### config.mk
export PLATFORM = sky130hd
export DESIGN_NAME = fir_out_decimator
export DESIGN_NICKNAME = d
export VERILOG_FILES = /design/src/rtl/fir_out_decimator.sv
export SDC_FILE = /design/constraint.sdc
export NUM_CORES = 1
export LEC_CHECK = 0
export CAP_MARGIN = 20
export CORE_MARGIN = 2
export CORE_UTILIZATION = 40
export DETAILED_ROUTE_END_ITERATION = 16
export GPL_TIMING_DRIVEN = 0
export PLACE_DENSITY = 0.69
export SLEW_MARGIN = 20
export SYNTH_ARGS = -nofsm -noshare
export SYNTH_HDL_FRONTEND = slang
export SYNTH_SLANG_ARGS = --single-unit
export TNS_END_PERCENT = 20
### constraint.sdc
create_clock -name clk -period 3.1 [get_ports clk]
set_clock_uncertainty 0.1 [all_clocks]
set_input_delay 0.465 -clock clk [delete_from_list [all_inputs] [get_ports clk]]
set_output_delay 0.465 -clock clk [all_outputs]
set_load 0.1 [all_outputs]
### src/rtl/fir_out_decimator.sv
`timescale 1ns/1ps
// fir_out_decimator
//   Output stage placed after the FIR filter. It keeps every DECIM-th valid
//   sample, rounds it (half-up) by SHIFT bits, and saturates it to OUT_WIDTH.
//   The result is buffered in a first-word-fall-through FIFO that the consumer
//   reads through a valid/ready handshake. Sticky flags report clipping and
//   samples dropped on a full FIFO.
//
// Ports
//   clk        rising-edge clock
//   rst        asynchronous reset, active low
//   i_valid    i_sig carries a new filter output this cycle
//   i_sig      signed FIR output sample, IN_WIDTH bits
//   o_ready    consumer accepts o_sig this cycle
//   o_valid    FIFO non-empty, so o_sig is valid
//   o_sig      signed requantised sample at the FIFO head (0 when empty)
//   o_count    current FIFO occupancy
//   clr_flags  synchronous clear of the sticky flags (a same-cycle set wins)
//   sat_flag   sticky: a kept sample was clipped
//   ovf_flag   sticky: a kept sample was dropped because the FIFO was full
module fir_out_decimator #(
    parameter int IN_WIDTH   = 32,
    parameter int OUT_WIDTH  = 16,
    parameter int SHIFT      = 15,
    parameter int DECIM      = 4,
    parameter int FIFO_DEPTH = 8
) (
    input  logic                                  clk,
    input  logic                                  rst,
    input  logic                                  i_valid,
    input  logic signed [IN_WIDTH-1:0]            i_sig,
    input  logic                                  o_ready,
    output logic                                  o_valid,
    output logic signed [OUT_WIDTH-1:0]           o_sig,
    output logic [$clog2(FIFO_DEPTH+1)-1:0]       o_count,
    input  logic                                  clr_flags,
    output logic                                  sat_flag,
    output logic                                  ovf_flag
);

    localparam int PH_W = (DECIM > 1) ? $clog2(DECIM) : 1;
    localparam int AW   = $clog2(FIFO_DEPTH);
    localparam int CW   = $clog2(FIFO_DEPTH+1);
    localparam int RW   = IN_WIDTH + 1;
    localparam int RND_POS = (SHIFT > 0) ? SHIFT - 1 : 0;

    // Half-LSB offset added before the arithmetic shift; zero when no shift.
    localparam logic signed [RW-1:0] RND =
        (SHIFT > 0) ? (RW'(1) << RND_POS) : '0;
    localparam logic signed [RW-1:0] SAT_MAX =
        {{(RW-OUT_WIDTH+1){1'b0}}, {(OUT_WIDTH-1){1'b1}}};
    localparam logic signed [RW-1:0] SAT_MIN =
        {{(RW-OUT_WIDTH+1){1'b1}}, {(OUT_WIDTH-1){1'b0}}};

    logic [PH_W-1:0]              phase;
    logic                         keep;
    logic signed [RW-1:0]         sum;
    logic signed [RW-1:0]         rnd_val;
    logic                         s1_valid;
    logic signed [RW-1:0]         s1_r;
    logic signed [OUT_WIDTH-1:0]  sat_val;
    logic                         clip;
    logic signed [OUT_WIDTH-1:0]  mem [FIFO_DEPTH];
    logic [AW-1:0]                wr_ptr;
    logic [AW-1:0]                rd_ptr;
    logic [CW-1:0]                count;
    logic                         full;
    logic                         pop;
    logic                         push_ok;
    logic                         drop;

    // Decimation phase: only advances on valid input, so gaps just pause it.
    always_ff @(posedge clk or negedge rst) begin
        if (!rst) begin
            phase <= '0;
        end else if (i_valid) begin
            phase <= (phase == PH_W'(DECIM-1)) ? '0 : phase + PH_W'(1);
        end
    end

    assign keep = i_valid && (phase == '0);

    // One extra bit of headroom so adding the rounding offset cannot wrap.
    assign sum     = $signed({i_sig[IN_WIDTH-1], i_sig}) + RND;
    assign rnd_val = sum >>> SHIFT;

    always_ff @(posedge clk or negedge rst) begin
        if (!rst) begin
            s1_valid <= 1'b0;
            s1_r     <= '0;
        end else begin
            s1_valid <= keep;
            if (keep) begin
                s1_r <= rnd_val;
            end
        end
    end

    always_comb begin
        clip    = 1'b0;
        sat_val = s1_r[OUT_WIDTH-1:0];
        if (s1_r > SAT_MAX) begin
            clip    = 1'b1;
            sat_val = SAT_MAX[OUT_WIDTH-1:0];
        end else if (s1_r < SAT_MIN) begin
            clip    = 1'b1;
            sat_val = SAT_MIN[OUT_WIDTH-1:0];
        end
    end

    // A full FIFO still accepts a push when the head is popped in the same
    // cycle; the write lands in the slot being vacated.
    assign full    = (count == CW'(FIFO_DEPTH));
    assign pop     = (count != '0) && o_ready;
    assign push_ok = s1_valid && (!full || pop);
    assign drop    = s1_valid && full && !pop;

    always_ff @(posedge clk) begin
        if (push_ok) begin
            mem[wr_ptr] <= sat_val;
        end
    end

    always_ff @(posedge clk or negedge rst) begin
        if (!rst) begin
            wr_ptr <= '0;
            rd_ptr <= '0;
            count  <= '0;
        end else begin
            if (push_ok) begin
                wr_ptr <= (wr_ptr == AW'(FIFO_DEPTH-1)) ? '0 : wr_ptr + AW'(1);
            end
            if (pop) begin
                rd_ptr <= (rd_ptr == AW'(FIFO_DEPTH-1)) ? '0 : rd_ptr + AW'(1);
            end
            if (push_ok && !pop) begin
                count <= count + CW'(1);
            end else if (pop && !push_ok) begin
                count <= count - CW'(1);
            end
        end
    end

    always_ff @(posedge clk or negedge rst) begin
        if (!rst) begin
            sat_flag <= 1'b0;
            ovf_flag <= 1'b0;
        end else begin
            sat_flag <= (sat_flag && !clr_flags) || (s1_valid && clip);
            ovf_flag <= (ovf_flag && !clr_flags) || drop;
        end
    end

    assign o_valid = (count != '0);
    assign o_sig   = o_valid ? mem[rd_ptr] : '0;
    assign o_count = count;

endmodule
### After elaboration in Yosys (flattened, before gate mapping)

Memories as Yosys holds them, arrays and structs flattened.
Cells that the tools add are included.

* bits in registers: 33
* bits in latches: 0
* RAM bits: 128
* memory bits (read-only): 0
* input port bits: 37
* output and inout port bits: 23
* word-level logic and storage cells: 53
* memories kept: 1

* $add $sub $neg: 6
* multiply operators: 0
* divide/modulo/power cells: 0
* order comparisons: 2
* equality and inequality tests: 4
* shift operators: 0
* multiplexer cells: 12
* bitwise logic cells: 0
* reduce and logical (&&, ||, !) cells: 20

Memories
* mem: words 8, bits a word 16, rd ports 1, clocked after memory_dff 0, wr ports 1, RTL line 63 `logic signed [OUT_WIDTH-1:0] mem [FIFO_DEPTH];`

Operators by type and width (count)
* 16-bit 2-to-1 mux: 3
* 32-bit by 16-bit adder with 33-bit output (second input constant): 1
* 18-bit by 16-bit > comparator with 1-bit output (second input constant): 1
* 18-bit by 16-bit less-than comparator with 1-bit output (second input constant): 1
* 1-bit logical AND: 10
* 4-bit 2-to-1 mux: 2
* 3-bit by 1-bit adder with 3-bit output (second input constant): 2
* 3-bit == test (second input constant): 2
* 3-bit 2-to-1 mux: 2
* 4-bit by 1-bit adder with 4-bit output (second input constant): 1
* 4-bit == test (second input constant): 1
* 1-bit zero test: 4
* 1-bit 2-to-1 mux: 4
* 4-bit nonzero test: 1
* 4-bit by 1-bit subtractor with 4-bit output (second input constant): 1
* 1-bit logical OR: 3
* 2-bit by 1-bit adder with 2-bit output (second input constant): 1
* 2-bit == test (second input constant): 1
* 2-bit zero test: 1
* 2-bit 2-to-1 mux: 1
* 2-bit nonzero test: 1

### Longest topological paths before layout

* word-level depth: 8
* mapped depth: 11
* depth with buffers taken out: 11

### Least setup slack after synthesis

OpenSTA, ideal clock, no wires.

* path kind: register to register
* from: register count[0] (netlist: o_count[0])
* to: register count[3] (netlist: o_count[3])
* library setup time: 136 ps
* data arrival time: 3469 ps
* slack: -605 ps
* stages on the path, launching flop included: 11
* period minus slack after synthesis: 3705 ps
* path through: dfrtp_1 > or3_4 > nor2_4 > inv_1 > nand2_2 > ha_1 > inv_1 > ha_1 > a21o_1 > a2111oi_0 > o31ai_1

* longest elaborated chain between the ends: 7

Ends and longest elaborated chain
* from (decl): RTL line 66 `logic [CW-1:0] count;`
* from (signal assigned): RTL line 137 `count <= count + CW'(1);`
* from (signal assigned): RTL line 139 `count <= count - CW'(1);`
* 4-bit nonzero test *
* net o_valid: RTL line 33 `output logic o_valid,`
* 1-bit logical AND *: RTL line 114 `assign pop = (count != '0) && o_ready;`
* 1-bit logical OR: RTL line 115 `assign push_ok = s1_valid && (!full || pop);`
* 1-bit logical AND: RTL line 115
* 1-bit zero test: RTL line 138 `end else if (pop && !push_ok) begin`
* 1-bit logical AND: RTL line 138
* 2-bit nonzero test (no source line)

Mark *: on every way through the listed nets, which the timed path passes. The rest lies on a longest branch. The select of a mux whose other input is x is not followed.
A chain may end at the register's enable or synchronous reset.

### Final worst setup path

* from: register count[1] (netlist: o_count[1])
* to: output port o_sig[7]

* longest elaborated chain between the ends: 2

Ends and longest elaborated chain
* 4-bit nonzero test: RTL line 154 `assign o_valid = (count != '0);`
* 16-bit 2-to-1 mux: RTL line 155 `assign o_sig = o_valid ? mem[rd_ptr] : '0;`
* to (decl): RTL line 34 `output logic signed [OUT_WIDTH-1:0] o_sig,`

No other way between the ends.

==> reports/qor_table.md <==
| Quantity | Reported |
|---|---|
| Clk Tree Root Cell | sky130_fd_sc_hd__clkbuf_16 |
| Number of placed instances, taps included | 769 |
| Area of all sequential standard cells | 4680 um^2 |
| Proportion of layout cells with a drive suffix above 1 | 23.8% |
| Biggest area contributors in the synthesized netlist | sky130_fd_sc_hd__edfxtp_1 (54%), sky130_fd_sc_hd__dfrtp_1 (12%), sky130_fd_sc_hd__mux4_2 (10%) |
| # port buffers | 44 |
| CTS Buf Count | 17 |
| CTS tree | built |
| CP max stage cell | sky130_fd_sc_hd__dfrtp_4 |
| Core Footprint | 17300 um^2 |
| Area taken by multi-input logic gates | 2330 um^2 |
| Drt pass-1 iters | 5 |
| Most common cell in the synthesized netlist | sky130_fd_sc_hd__edfxtp_1 |
| Final setup viols | 3 |
| Required arrival time at the worst endpoint | 2.53 ns |
| Site row count | 48 |
| Setup repair after global routing missed its margin | yes |
| Warning count from the yosys run | 0 |
| Post-detailed-route via-to-cell ratio | 5.24 |
| Global-route wire length before repair | 23000 um |
| Post-synthesis cell type count | 46 |
| Crit path cell chain | or3_4, nor2_4, clkbuf_2, nor2_1, clkdlybuf4s15_2 |
| Worst min path class | input port to asynchronous set/reset pin |
| Residual antenna-violating net count after detailed routing | 0 |
| Gpl congestion | 0.804 |
| DRC violation total after the first TritonRoute iteration | 333 |
| Sort of element at the end of the critical path | output pin |
| Hold Fails Final Rpt | 4 |
| Share of the synthesized area in the top cell type | 54.3% |
| FILL cells | 1424 |
| Register area share after synthesis | 66.0% |
| Layout area overhead | 21.4% |
| Number of global-route vias before repair | 4298 |
| I/O pin count | 60 |
| Status | finished with violations |
| Mapped Avg Cell Area | 14.4 um^2 |
| Synthesized netlist net count | 538 |
| Via count | 4194 |
| Area of the mapped netlist | 7070 um^2 |
| Final Cycle Share | 101% |
| Top cells by count, synth | sky130_fd_sc_hd__edfxtp_1 (128), sky130_fd_sc_hd__nor2_1 (71), sky130_fd_sc_hd__nand2_1 (46) |
| Aggregate routed wire length | 14500 um |
| Crit Path Class | flip-flop to output pin |
| Post-Route Utilization | 49.7% |
| DIE HEIGHT | 137 um |
| Most used DFF post-synth | sky130_fd_sc_hd__edfxtp_1 |
| Overall track demand over capacity in global routing | 16.8% |
| Violations in the final reports | negative hold slack, negative setup slack |
| Slew at the pin closest to its max-slew limit | 0.986 ns |
| Remaining Overflow, GRT | 0 |
| Die X | 137 um |
| Pin count of the biggest net entering global routing | 34 |
| Share of flip-flops with an asynchronous set or reset | 20.5% |
| Die area | 18800 um^2 |
| Antenna violations before repair | 0 |
| Largest fanout on the critical path | 10 |
| Source-to-sink clock delay at the later pin of the worst-skew pair | 0.43 ns |
| Crit path launch type | flip-flop |
| Max stage delay on crit path | 0.52 ns |
| Number of clock sinks seen by CTS | 161 |
| Count of flip-flops with a built-in enable after synthesis | 128 |
| Wirelength per Cell | 18.1 um |
| Maximum count of clock buffers along a single path | 2 |
| Minimum period implied by the final worst setup slack | 3.14 ns |
| Smallest setup slack after layout | -0.0443 ns |
| # Post-CTS Setup Buffers | 0 |
| Total stage count of the critical path | 5 |
| Final-layout worst hold slack | -0.00735 ns |
| TNS Setup | -0.125 ns |
| Upper clock frequency limit | 318 MHz |
| Gate count of the mapped netlist | 490 |
| Pins Over Slew Limit | 0 |
| Max-cap check violation count | 0 |
| Starting density of the core | 40.9% |
| Clk slew on worst S/H paths | 0.06 ns |
| Depth of the most critical reg-to-reg path | 11 |
| Number of nets in the layout | 611 |
| Detail Placement HPWL | 9980 um |
| Worst Path Arrival | 2.58 ns |
| Number of H-tree levels | 4 |
| Cell accounting for the most synthesized area | sky130_fd_sc_hd__edfxtp_1 |
| Finished Layout Cells | 801 |
| Register bit count reported by yosys | 161 |
| Remaining design rule violation count | 0 |
| Number of buffer and inverter stages on the critical path | 2 |
| Worst-case headroom to the max-slew limit | 34.0% |
| N_diodes | 0 |
| Largest delay contributor family on the critical path | simple AND/OR/NAND/NOR gates |
==> path summary, 6_finish.rpt <==
kind / slack [ns] / end / from
max in group asynchronous: 2.37 / o_count[2] / rst
max reg2reg: 0.17 / o_count[3] / o_count[1]
min in group clk: 0.36 / s1_r[14] / i_sig[27]
max: -0.04 / o_sig[7] / o_count[1]
min reg2reg: 0.41 / s1_r[12] / s1_r[12]
min: -0.007 / o_count[1] / rst
==> registers in the layout (all words and copies together), names as in the netlist <==
| register | cells |
|---|---|
| mem | 128 |
| o_count | 4 |
| ovf_flag | 1 |
| phase | 2 |
| rd_ptr | 3 |
| s1_r | 18 |
| s1_valid | 1 |
| sat_flag | 1 |
| wr_ptr | 3 |
==> metal layers <==
metal / global-route usage [%] / vias to the layer above / routed length (um)
li1: - / 1972 / -
met1: 21.6 / 2088 / 6120
met2: 27.9 / 121 / 7360
met3: 3.33 / 13 / 814
met4: 7.22 / 0 / 170
met5: 0 / - / 0
==> layout by cell type (no fill, tap or decap), types with 10 or more instances in the layout <==
cell and instances:
sky130_fd_sc_hd__edfxtp_1 128, sky130_fd_sc_hd__clkbuf_16 17, sky130_fd_sc_hd__a21oi_1 17, sky130_fd_sc_hd__nor2_2 10, sky130_fd_sc_hd__dfrtp_1 30, sky130_fd_sc_hd__xnor2_1 11
sky130_fd_sc_hd__buf_2 13, sky130_fd_sc_hd__clkbuf_1 16, sky130_fd_sc_hd__nor3_1 10, sky130_fd_sc_hd__mux4_2 32, sky130_fd_sc_hd__o21ai_0 16, sky130_fd_sc_hd__nor2_1 61
sky130_fd_sc_hd__nand2_1 46, sky130_fd_sc_hd__clkdlybuf4s50_1 26, sky130_fd_sc_hd__mux2i_1 19
==> cell type report <==
class,count,area share [%]
multi-input combinational,290,27.1
tap,225,3.28
buffer,27,1.59
clock inverter,15,2.13
sequential,161,54.5
clock buffer,17,4.95
timing repair buffer,54,5.86
inverter,12,0.597
==> cells by family after synthesis <==
logic type,share of synthesized area [%]
and+or+nand+nor,10.7
DFF,66.0
muxes,13.4
AOI/OAI and AO/OA,3.87
buffers and inverters,2.28
xor gates and xnor gates,1.73
adders and majority gates,2.05
==> per-stage QoR <==
step | hold slack [ns] | instance area, um^2 | setup slack (ns)
after global placement | 0.395 | 7870 | -1.31
after floorplan | 0.0694 | 7150 | -0.161
after detailed placement | 0.406 | 8000 | -0.337
after CTS | 0.00352 | 8620 | -0.149
final | -0.00735 | 8590 | -0.0443
after global routing | 0.0527 | 8590 | -0.135
==> timing repair <==
item / 4_1_cts / 5_1_grt
resized for setup: 58 / 18
setup endpoints to repair: 17 / 15
hold buffers: 0 / 0
Power is not shown: default switching activity piles up to over one toggle a cycle in this logic, so the estimate is an artifact.
